File: src/rtl/load_store_unit_if.sv
// Pipeline request/response handshake and 64-bit data-memory bus.
// master = pipeline + memory side, slave = load_store_unit.
interface load_store_unit_if;
  logic        req_valid;
  logic        req_ready;
  logic        req_write;
  logic [2:0]  req_funct3;
  logic [63:0] req_addr;
  logic [63:0] req_wdata;
  logic        resp_valid;
  logic        resp_error;
  logic [63:0] resp_rdata;
  logic [63:0] Memory_Address;
  logic [63:0] Write_Data;
  logic        MemWrite;
  logic        MemRead;
  logic [63:0] Read_Data;

  modport master (
    output req_valid, req_write, req_funct3, req_addr, req_wdata,
    input  req_ready, resp_valid, resp_error, resp_rdata,
    input  Memory_Address, Write_Data, MemWrite, MemRead,
    output Read_Data
  );

  modport slave (
    input  req_valid, req_write, req_funct3, req_addr, req_wdata,
    output req_ready, resp_valid, resp_error, resp_rdata,
    output Memory_Address, Write_Data, MemWrite, MemRead,
    input  Read_Data
  );
endinterface

File: src/rtl/load_store_unit.sv
// RV64 load/store unit: 8-byte accesses, RMW narrow stores, load extension.
// Optional: define LSU_MISALIGN_TRAP_EN to reject misaligned accesses.
module load_store_unit #(
  parameter int MEM_BYTES = 200
) (
  input logic clock,
  input logic reset,
  load_store_unit_if.slave bus
);

  typedef enum logic {
    IDLE,
    RMW_WRITE
  } state_t;

  localparam logic [63:0] ADDR_MAX = 64'(MEM_BYTES - 8);

  state_t      state;
  logic [63:0] rmw_addr;
  logic [63:0] rmw_data;

  logic accept;
  logic f3_ok;
  logic range_ok;
  logic align_ok;
  logic legal;
  logic do_load;
  logic do_sd;
  logic do_rmw;
  logic is_dword;

  function automatic logic [63:0] extend(
    input logic [2:0]  f3,
    input logic [63:0] d
  );
    logic [63:0] r;
    unique case (f3)
      3'd0:    r = {{56{d[7]}}, d[7:0]};
      3'd1:    r = {{48{d[15]}}, d[15:0]};
      3'd2:    r = {{32{d[31]}}, d[31:0]};
      3'd4:    r = {56'd0, d[7:0]};
      3'd5:    r = {48'd0, d[15:0]};
      3'd6:    r = {32'd0, d[31:0]};
      default: r = d;
    endcase
    return r;
  endfunction

  function automatic logic [63:0] merge(
    input logic [1:0]  sz,
    input logic [63:0] old,
    input logic [63:0] w
  );
    logic [63:0] r;
    unique case (sz)
      2'd0:    r = {old[63:8], w[7:0]};
      2'd1:    r = {old[63:16], w[15:0]};
      2'd2:    r = {old[63:32], w[31:0]};
      default: r = w;
    endcase
    return r;
  endfunction

  assign bus.req_ready = (state == IDLE) && !reset;
  assign accept = bus.req_valid && bus.req_ready;
  assign is_dword = (bus.req_funct3[1:0] == 2'd3);

  // Request legality: funct3 code, address range, optional alignment
  always_comb begin
    f3_ok = 1'b0;
    if (bus.req_write) f3_ok = !bus.req_funct3[2];
    else               f3_ok = (bus.req_funct3 != 3'd7);
    range_ok = (bus.req_addr <= ADDR_MAX);
`ifdef LSU_MISALIGN_TRAP_EN
    unique case (bus.req_funct3[1:0])
      2'd0:    align_ok = 1'b1;
      2'd1:    align_ok = (bus.req_addr[0] == 1'b0);
      2'd2:    align_ok = (bus.req_addr[1:0] == 2'd0);
      default: align_ok = (bus.req_addr[2:0] == 3'd0);
    endcase
`else
    align_ok = 1'b1;
`endif
    legal   = f3_ok && range_ok && align_ok;
    do_load = accept && legal && !bus.req_write;
    do_sd   = accept && legal && bus.req_write && is_dword;
    do_rmw  = accept && legal && bus.req_write && !is_dword;
  end

  // Memory bus drive; all strobes and buses idle at zero during reset
  always_comb begin
    bus.MemRead        = 1'b0;
    bus.MemWrite       = 1'b0;
    bus.Memory_Address = '0;
    bus.Write_Data     = '0;
    unique case (1'b1)
      (state == RMW_WRITE) && !reset: begin
        bus.MemWrite       = 1'b1;
        bus.Memory_Address = rmw_addr;
        bus.Write_Data     = rmw_data;
      end
      do_load || do_rmw: begin
        bus.MemRead        = 1'b1;
        bus.Memory_Address = bus.req_addr;
      end
      do_sd: begin
        bus.MemWrite       = 1'b1;
        bus.Memory_Address = bus.req_addr;
        bus.Write_Data     = bus.req_wdata;
      end
      default: begin
        bus.MemRead = 1'b0;
      end
    endcase
  end

  // Control FSM with registered response and RMW capture
  always_ff @(posedge clock) begin
    if (reset) begin
      state          <= IDLE;
      bus.resp_valid <= 1'b0;
      bus.resp_error <= 1'b0;
      bus.resp_rdata <= '0;
      rmw_addr       <= '0;
      rmw_data       <= '0;
    end else begin
      bus.resp_valid <= 1'b0;
      bus.resp_error <= 1'b0;
      bus.resp_rdata <= '0;
      unique case (state)
        IDLE: begin
          if (accept) begin
            if (!legal) begin
              bus.resp_valid <= 1'b1;
              bus.resp_error <= 1'b1;
            end else if (!bus.req_write) begin
              bus.resp_valid <= 1'b1;
              bus.resp_rdata <= extend(bus.req_funct3, bus.Read_Data);
            end else if (is_dword) begin
              bus.resp_valid <= 1'b1;
            end else begin
              rmw_addr <= bus.req_addr;
              rmw_data <= merge(bus.req_funct3[1:0], bus.Read_Data,
                                bus.req_wdata);
              state    <= RMW_WRITE;
            end
          end
        end
        RMW_WRITE: begin
          state          <= IDLE;
          bus.resp_valid <= 1'b1;
        end
        default: begin
          state <= IDLE;
        end
      endcase
    end
  end

endmodule

File: src/flat_wrapper.sv
// flat-port wrapper written by rule: the top's interface ports become plain ports
module load_store_unit_flat 
#(
  parameter int MEM_BYTES = 200
)
  (clock, reset, bus_req_valid, bus_req_write, bus_req_funct3, bus_req_addr, bus_req_wdata, bus_req_ready, bus_resp_valid, bus_resp_error, bus_resp_rdata, bus_Memory_Address, bus_Write_Data, bus_MemWrite, bus_MemRead, bus_Read_Data);
  load_store_unit_if bus_i ();
  input logic clock;
  input logic reset;
  input wire logic [$bits(bus_i.req_valid)-1:0] bus_req_valid;
  input wire logic [$bits(bus_i.req_write)-1:0] bus_req_write;
  input wire logic [$bits(bus_i.req_funct3)-1:0] bus_req_funct3;
  input wire logic [$bits(bus_i.req_addr)-1:0] bus_req_addr;
  input wire logic [$bits(bus_i.req_wdata)-1:0] bus_req_wdata;
  output wire logic [$bits(bus_i.req_ready)-1:0] bus_req_ready;
  output wire logic [$bits(bus_i.resp_valid)-1:0] bus_resp_valid;
  output wire logic [$bits(bus_i.resp_error)-1:0] bus_resp_error;
  output wire logic [$bits(bus_i.resp_rdata)-1:0] bus_resp_rdata;
  output wire logic [$bits(bus_i.Memory_Address)-1:0] bus_Memory_Address;
  output wire logic [$bits(bus_i.Write_Data)-1:0] bus_Write_Data;
  output wire logic [$bits(bus_i.MemWrite)-1:0] bus_MemWrite;
  output wire logic [$bits(bus_i.MemRead)-1:0] bus_MemRead;
  input wire logic [$bits(bus_i.Read_Data)-1:0] bus_Read_Data;
  assign bus_i.req_valid = bus_req_valid;
  assign bus_i.req_write = bus_req_write;
  assign bus_i.req_funct3 = bus_req_funct3;
  assign bus_i.req_addr = bus_req_addr;
  assign bus_i.req_wdata = bus_req_wdata;
  assign bus_req_ready = bus_i.req_ready;
  assign bus_resp_valid = bus_i.resp_valid;
  assign bus_resp_error = bus_i.resp_error;
  assign bus_resp_rdata = bus_i.resp_rdata;
  assign bus_Memory_Address = bus_i.Memory_Address;
  assign bus_Write_Data = bus_i.Write_Data;
  assign bus_MemWrite = bus_i.MemWrite;
  assign bus_MemRead = bus_i.MemRead;
  assign bus_i.Read_Data = bus_Read_Data;
  load_store_unit #(.MEM_BYTES(MEM_BYTES)) u_core (.clock(clock), .reset(reset), .bus(bus_i));
endmodule
File: config.mk
export PLATFORM = sky130hd
export DESIGN_NAME = load_store_unit_flat
export DESIGN_NICKNAME = d
export VERILOG_FILES = /design/src/rtl/load_store_unit_if.sv /design/src/rtl/load_store_unit.sv /design/src/flat_wrapper.sv
export SDC_FILE = /design/constraint.sdc
export NUM_CORES = 1
export LEC_CHECK = 0
export ABC_AREA = 0
export CORE_MARGIN = 10
export CORE_UTILIZATION = 43
export CTS_CLUSTER_DIAMETER = 60
export DETAILED_ROUTE_END_ITERATION = 10
export PLACE_DENSITY_LB_ADDON = 0.2
export SLEW_MARGIN = 5
export SYNTH_ARGS = -nofsm -noshare
export SYNTH_HDL_FRONTEND = slang
export SYNTH_SLANG_ARGS = --single-unit
File: constraint.sdc
create_clock -name clock -period 5.4 [get_ports clock]
set_input_delay 1.62 -clock clock [delete_from_list [all_inputs] [get_ports clock]]
set_output_delay 1.62 -clock clock [all_outputs]
set_load 0.1 [all_outputs]
== Word level (Yosys, flattened, before mapping) ==
Cells that the tools add are included.

* Flip-flop bits (word level): 195
* Latch bits: 0
* Memory bits (writable): 0
* Bits in read-only memories: 0
* Bits of input ports: 199
* Memories: 0

* Add/sub/neg operators: 0
* Multiply operators: 0
* Div/mod/pow operators: 0
* Order comparisons: 1
* Eq/ne operators: 9
* Shift operators: 0
* Muxes and demuxes: 18
* Bitwise gates (word level): 4
* Reduce and logical (&&, ||, !) cells: 21

{| class="wikitable"
|+ Operators with widths
! cell !! number
|-
| 64-bit one-hot mux with 6 select lines || 1
|-
| 64-bit one-hot mux with 2 select lines || 2
|-
| 64-bit one-hot mux with 3 select lines || 1
|-
| 64-bit by 8-bit <= comparator with 1-bit output, second input constant || 1
|-
| 1-bit two-way mux || 12
|-
| 3-bit equality test, second input constant || 3
|-
| 1-bit logical AND || 9
|-
| 5-bit AND reduction || 1
|-
| 5-bit OR reduction || 1
|-
| 2-bit equality test, second input constant || 2
|-
| 1-bit logical NOT || 4
|-
| 1-bit NOT || 4
|-
| 1-bit one-hot mux with 2 select lines || 2
|-
| 2-bit OR reduction || 2
|-
| 3-bit by 1-bit equality test with 1-bit output, second input constant || 1
|-
| 3-bit by 2-bit equality test with 1-bit output, second input constant || 1
|-
| 3-bit logical NOT || 1
|-
| 3-bit != test, second input constant || 1
|-
| 3-bit OR reduction || 1
|-
| 2-bit by 1-bit equality test with 1-bit output, second input constant || 1
|-
| 2-bit logical NOT || 1
|-
| 1-bit logical OR || 1
|}

== Depth between registers and ports, before layout ==
Gate-level depths: netlist of the first run.

* Word-level depth: 9
* Depth in mapped cells: 9
* Depth with buffers taken out: 5

== Worst setup path after synthesis of the first run ==
OpenSTA, ideal clock, no wires.

* Path type: input to output
* Start: input reset
* End: output bus_MemRead
* Data arrival time: 6.806 ns
* Path slack: -3.026 ns
* Cell stages on the path: 4
* Cell sequence: clkbuf_1 -> nor2_1 -> nand2_1 -> nor4b_1

* Cells in the longest elaborated chain, start to end: 8
* Elaborated cells between the ends (all ways): 9
* Classes of those cells: mux: 1; reduce/logical: 8

{| class="wikitable"
|+ Ends and longest elaborated chain
! what !! RTL line !! text
|-
| from (decl) || flat_wrapper.sv:9 || <nowiki>input logic reset;</nowiki>
|-
| 1-bit logical NOT (*) || load_store_unit.sv:64 || <nowiki>assign bus.req_ready = (state == IDLE) && !reset;</nowiki>
|-
| 1-bit logical AND (*) || load_store_unit.sv:64 ||
|-
| net bus_req_ready || flat_wrapper.sv:15 || <nowiki>output wire logic [$bits(bus_i.req_ready)-1:0] bus_req_ready;</nowiki>
|-
| 1-bit logical AND (*) || load_store_unit.sv:65 || <nowiki>assign accept = bus.req_valid && bus.req_ready;</nowiki>
|-
| 1-bit logical AND (*) || load_store_unit.sv:85, load_store_unit.sv:87 ||
|-
| 1-bit logical AND (2 in series) || load_store_unit.sv:87 || <nowiki>do_rmw = accept && legal && bus.req_write && !is_dword;</nowiki>
|-
| 1-bit logical OR (*) || load_store_unit.sv:102 || <nowiki>do_load || do_rmw: begin</nowiki>
|-
| 1-bit two-way mux (*) || load_store_unit.sv:96 || <nowiki>unique case (1'b1)</nowiki>
|-
| to (decl) || flat_wrapper.sv:22 || <nowiki>output wire logic [$bits(bus_i.MemRead)-1:0] bus_MemRead;</nowiki>
|}

The timed path passes the listed nets; every way through them passes the cells marked *.

== Worst setup path in the final report of the first run ==
* Start: input bus_req_addr[26]
* End: output bus_Write_Data[21]

* Cells in the longest elaborated chain, start to end: 6

{| class="wikitable"
|+ Ends and longest elaborated chain
! what !! RTL line !! text
|-
| from (decl) || flat_wrapper.sv:13 || <nowiki>input wire logic [$bits(bus_i.req_addr)-1:0] bus_req_addr;</nowiki>
|-
| 64-bit by 8-bit <= comparator with 1-bit output || load_store_unit.sv:73 || <nowiki>range_ok = (bus.req_addr <= ADDR_MAX);</nowiki>
|-
| 1-bit logical AND || load_store_unit.sv:84 || <nowiki>legal = f3_ok && range_ok && align_ok;</nowiki>
|-
| 1-bit logical AND (3 in series) || load_store_unit.sv:86 || <nowiki>do_sd = accept && legal && bus.req_write && is_dword;</nowiki>
|-
| 64-bit one-hot mux with 2 select lines || load_store_unit.sv:96 ||
|-
| to (decl) || flat_wrapper.sv:20 || <nowiki>output wire logic [$bits(bus_i.Write_Data)-1:0] bus_Write_Data;</nowiki>
|}

Every way passes these cells.

==> flow_summary.toml, run 1 <==
[clock_tree]
root_buffer = "clkbuf_16"
clock_latency_ns = 0.44
htreeDepth = 4
path_clk_slew_ns = 0.07
cts.sinks = 195
cts_tree = "built"
cts_hold_buf = 0
cts.path.max_buffers = 2
cts_inserted_buffers = 17

[global_routing]
grt_max_degree = 96
grt_pass1_wl_mm = 54.9
grt_use_total_pct = 26.1
first_global_vias = 9215
antenna_found_initial = 4
grt_overflow = 0

[sta]
max_freq_mhz = 182
rsz0062_at_grt = "yes"
period_needed_ns = 5.50
worst_slack_ns = -0.0993
fin_crit_sh_pct = 102
setup_viol = 65
slew_violations = 0
maxSlewHeadroom_pct = 14.7
fin_setup_tns_ns = -4.60
hold_viol_final = 0
clock-skew-final_ns = 0.0163
worstMarginPinSlew_ns = 1.28

[pwr]
vdd.ir_drop.worst_uv = 222
powerDensity_nw_per_um2 = 189
p_leak_nw = 6.45

[setup_path]
rr_worst_depth = 5
critPathKind = "in2out"
r2r_end = "u_core.rmw_addr[2]"
worst_setup_path_start_kind = "primary input"
critical_path.max_fanout = 8
rrSetupSlack_ns = 3.15
arrival_ns = 3.88
reg2reg_from = "u_core.state"
critPathRequiredTime_ns = 3.78
crit_path_end_kind = "output port"

[worst_hold_path]
hold_class = "reg2reg"
holdPathStages = 1
hold_start = "u_core.rmw_addr[9]"
whs_endpoint = "u_core.rmw_addr[9]"

[yosys]
ys_seq_area_share_pct = 43.5
syn_area_um2 = 8980
synthCells = 933
async_flop_share_pct = 0
synth_cell_types = 33
synth.avg_cell_area_um2 = 9.63
synth_seq_cells = 195
synth_edf_count = 0
yosys_most_used_dff = "dfxtp_1"
synth_warnings = 0
syn-num-nets = 1132

[detailed_routing]
first_pass_iters = 5
vias = 8919
wirelength_mm = 38.3
drcViolationCount = 0
drt_iter0_markers = 572
vias_per_cell = 5.55
ant_nets = 0
routedWlPerCell_um = 23.9

[floorplan]
core_um2 = 20400
io_pins = 396
die_h_um = 165
dieArea_um2 = 27100
initial_core_util_pct = 44.1
fp-row-count = 52
die_w_um = 165

[finish]
drive_gt1_share_pct = 35.3
nets = 1517
syn2layout_area_growth_pct = 79.5
instances_no_fill = 1607

[flow_run]
cap_violations = 0

[place]
dpl.hpwl_mm = 27.0
port_buffers = 395
place.gp.congestion = 0.929
place_inst = 1546

[outcome]
violations = "negative setup slack"
outcome = "finished with violations"
sequential cells by signal, summed over array words and instances (netlist names):
register,flops
u_core.bus.resp_rdata,64
u_core.rmw_addr,64
u_core.bus.resp_error,1
u_core.bus.resp_valid,1
u_core.state,1
u_core.rmw_data,64
per-layer routing:
layer	global-route usage, %	up-vias	routed length (um)
met5	0	-	0
met4	13.0	0	1480
met3	8.39	74	3200
met2	47.1	400	20100
met1	26.6	4286	13500
li1	-	4159	-
power by group:
| group | switching (mW) | total, mW | internal (mW) |
|---|---|---|---|
| clock | 0.641 | 1.28 | 0.636 |
| sequential | 0.000198 | 1.44 | 1.44 |
| combinational | 0.169 | 0.334 | 0.165 |
critical path, stage by stage:
cell and delay [ns]:
buf_4 0.13, nor4_4 0.29, buf_4 0.17, nand4_1 0.11, or4_4 0.55, nor4_4 0.24
buf_6 0.17, buf_12 0.16, buf_12 0.15, a22o_4 0.13, buf_12 0.17
how the worst max path moves through the flow:
stage	start	to	slack, ns	cells past startpoint
detailed placement	bus_req_addr[28]	bus_Write_Data[54]	-0.40	8
floorplan	bus_req_addr[36]	bus_MemRead	-0.23	7
CTS	bus_req_addr[8]	bus_Write_Data[41]	-0.02	11
global placement	bus_req_addr[23]	bus_Write_Data[45]	-0.36	8
global route	bus_req_addr[26]	bus_Write_Data[21]	-0.13	11
finish	bus_req_addr[26]	bus_Write_Data[21]	-0.1	11
timing repair:
item | CTS | global route
cloned | 3 | 3
buffers inserted | 18 | 2
setup endpoints to repair | 74 | 74
pin swaps | 16 | 18
gates resized for setup | 191 | 75
synth_stat cells, types with 32 or more instances:
master,count,area [um2]
and2_1,121,757
o21ai_1,72,360
dfxtp_1,195,3900
mux2i_1,41,410
o41ai_2,40,651
nand2_1,60,225
nor2b_1,41,257
a21oi_1,50,250
a22o_1,72,631
nand3_1,32,160
a21oi_2,40,350
clkbuf_1,54,203
placed cells by master, fill, tap and decap left out, drive strengths merged, types with 7 or more instances in the layout:
cell type      count
inv                7
a22o              72
o41ai             40
and2             121
dfxtp            195
nor4              27
nand2             60
dlygate4sd2       12
clkinv             7
mux2i             41
clkbuf            28
nor2b             41
mux2              16
clkdlybuf4s15     15
o21ai             72
nand3             32
a21oi             90
clkdlybuf4s50    202
buf              223
through the flow:
stage | instance area (um2) | hold slack, ns | util, % | setup WS, ns | power, mW
2_1_floorplan | 9280 | 0.421 | - | -0.233 | 1.59
3_3_place_gp | 14800 | 0.433 | 72.6 | -0.358 | 1.79
3_5_place_dp | 14800 | 0.435 | 72.6 | -0.398 | 1.80
4_1_cts | 15800 | 0.456 | 77.5 | -0.0202 | 3.04
5_1_grt | 16100 | 0.472 | 79.1 | -0.133 | 3.14
6_report | 16100 | 0.453 | 79.2 | -0.0993 | 3.05
final cells by class:
cell class	instances	area, um2
repair buffers	462	5810
multi-input cells	641	5450
fillers	1232	4240
flip-flops and latches	195	3900
clock buffers	18	439
well taps	270	338
clock inverters	14	161
diodes	6	15.0
inverters	1	3.75
logic make-up after synthesis:
kind of cell | synth area share (%)
and+or+nand+nor | 19.5
AOI/OAI and AO/OA | 25.3
DFF | 43.5
buffers and inverters | 5.14
muxes | 6.57
(Power assumes the default switching activity.)
==> run 2: changes to the inputs <==
CTS_CLUSTER_SIZE = 24   (was not set)
==> results of run 2 <==
No change in the layout: final DEF, timing and power equal those of run 1.
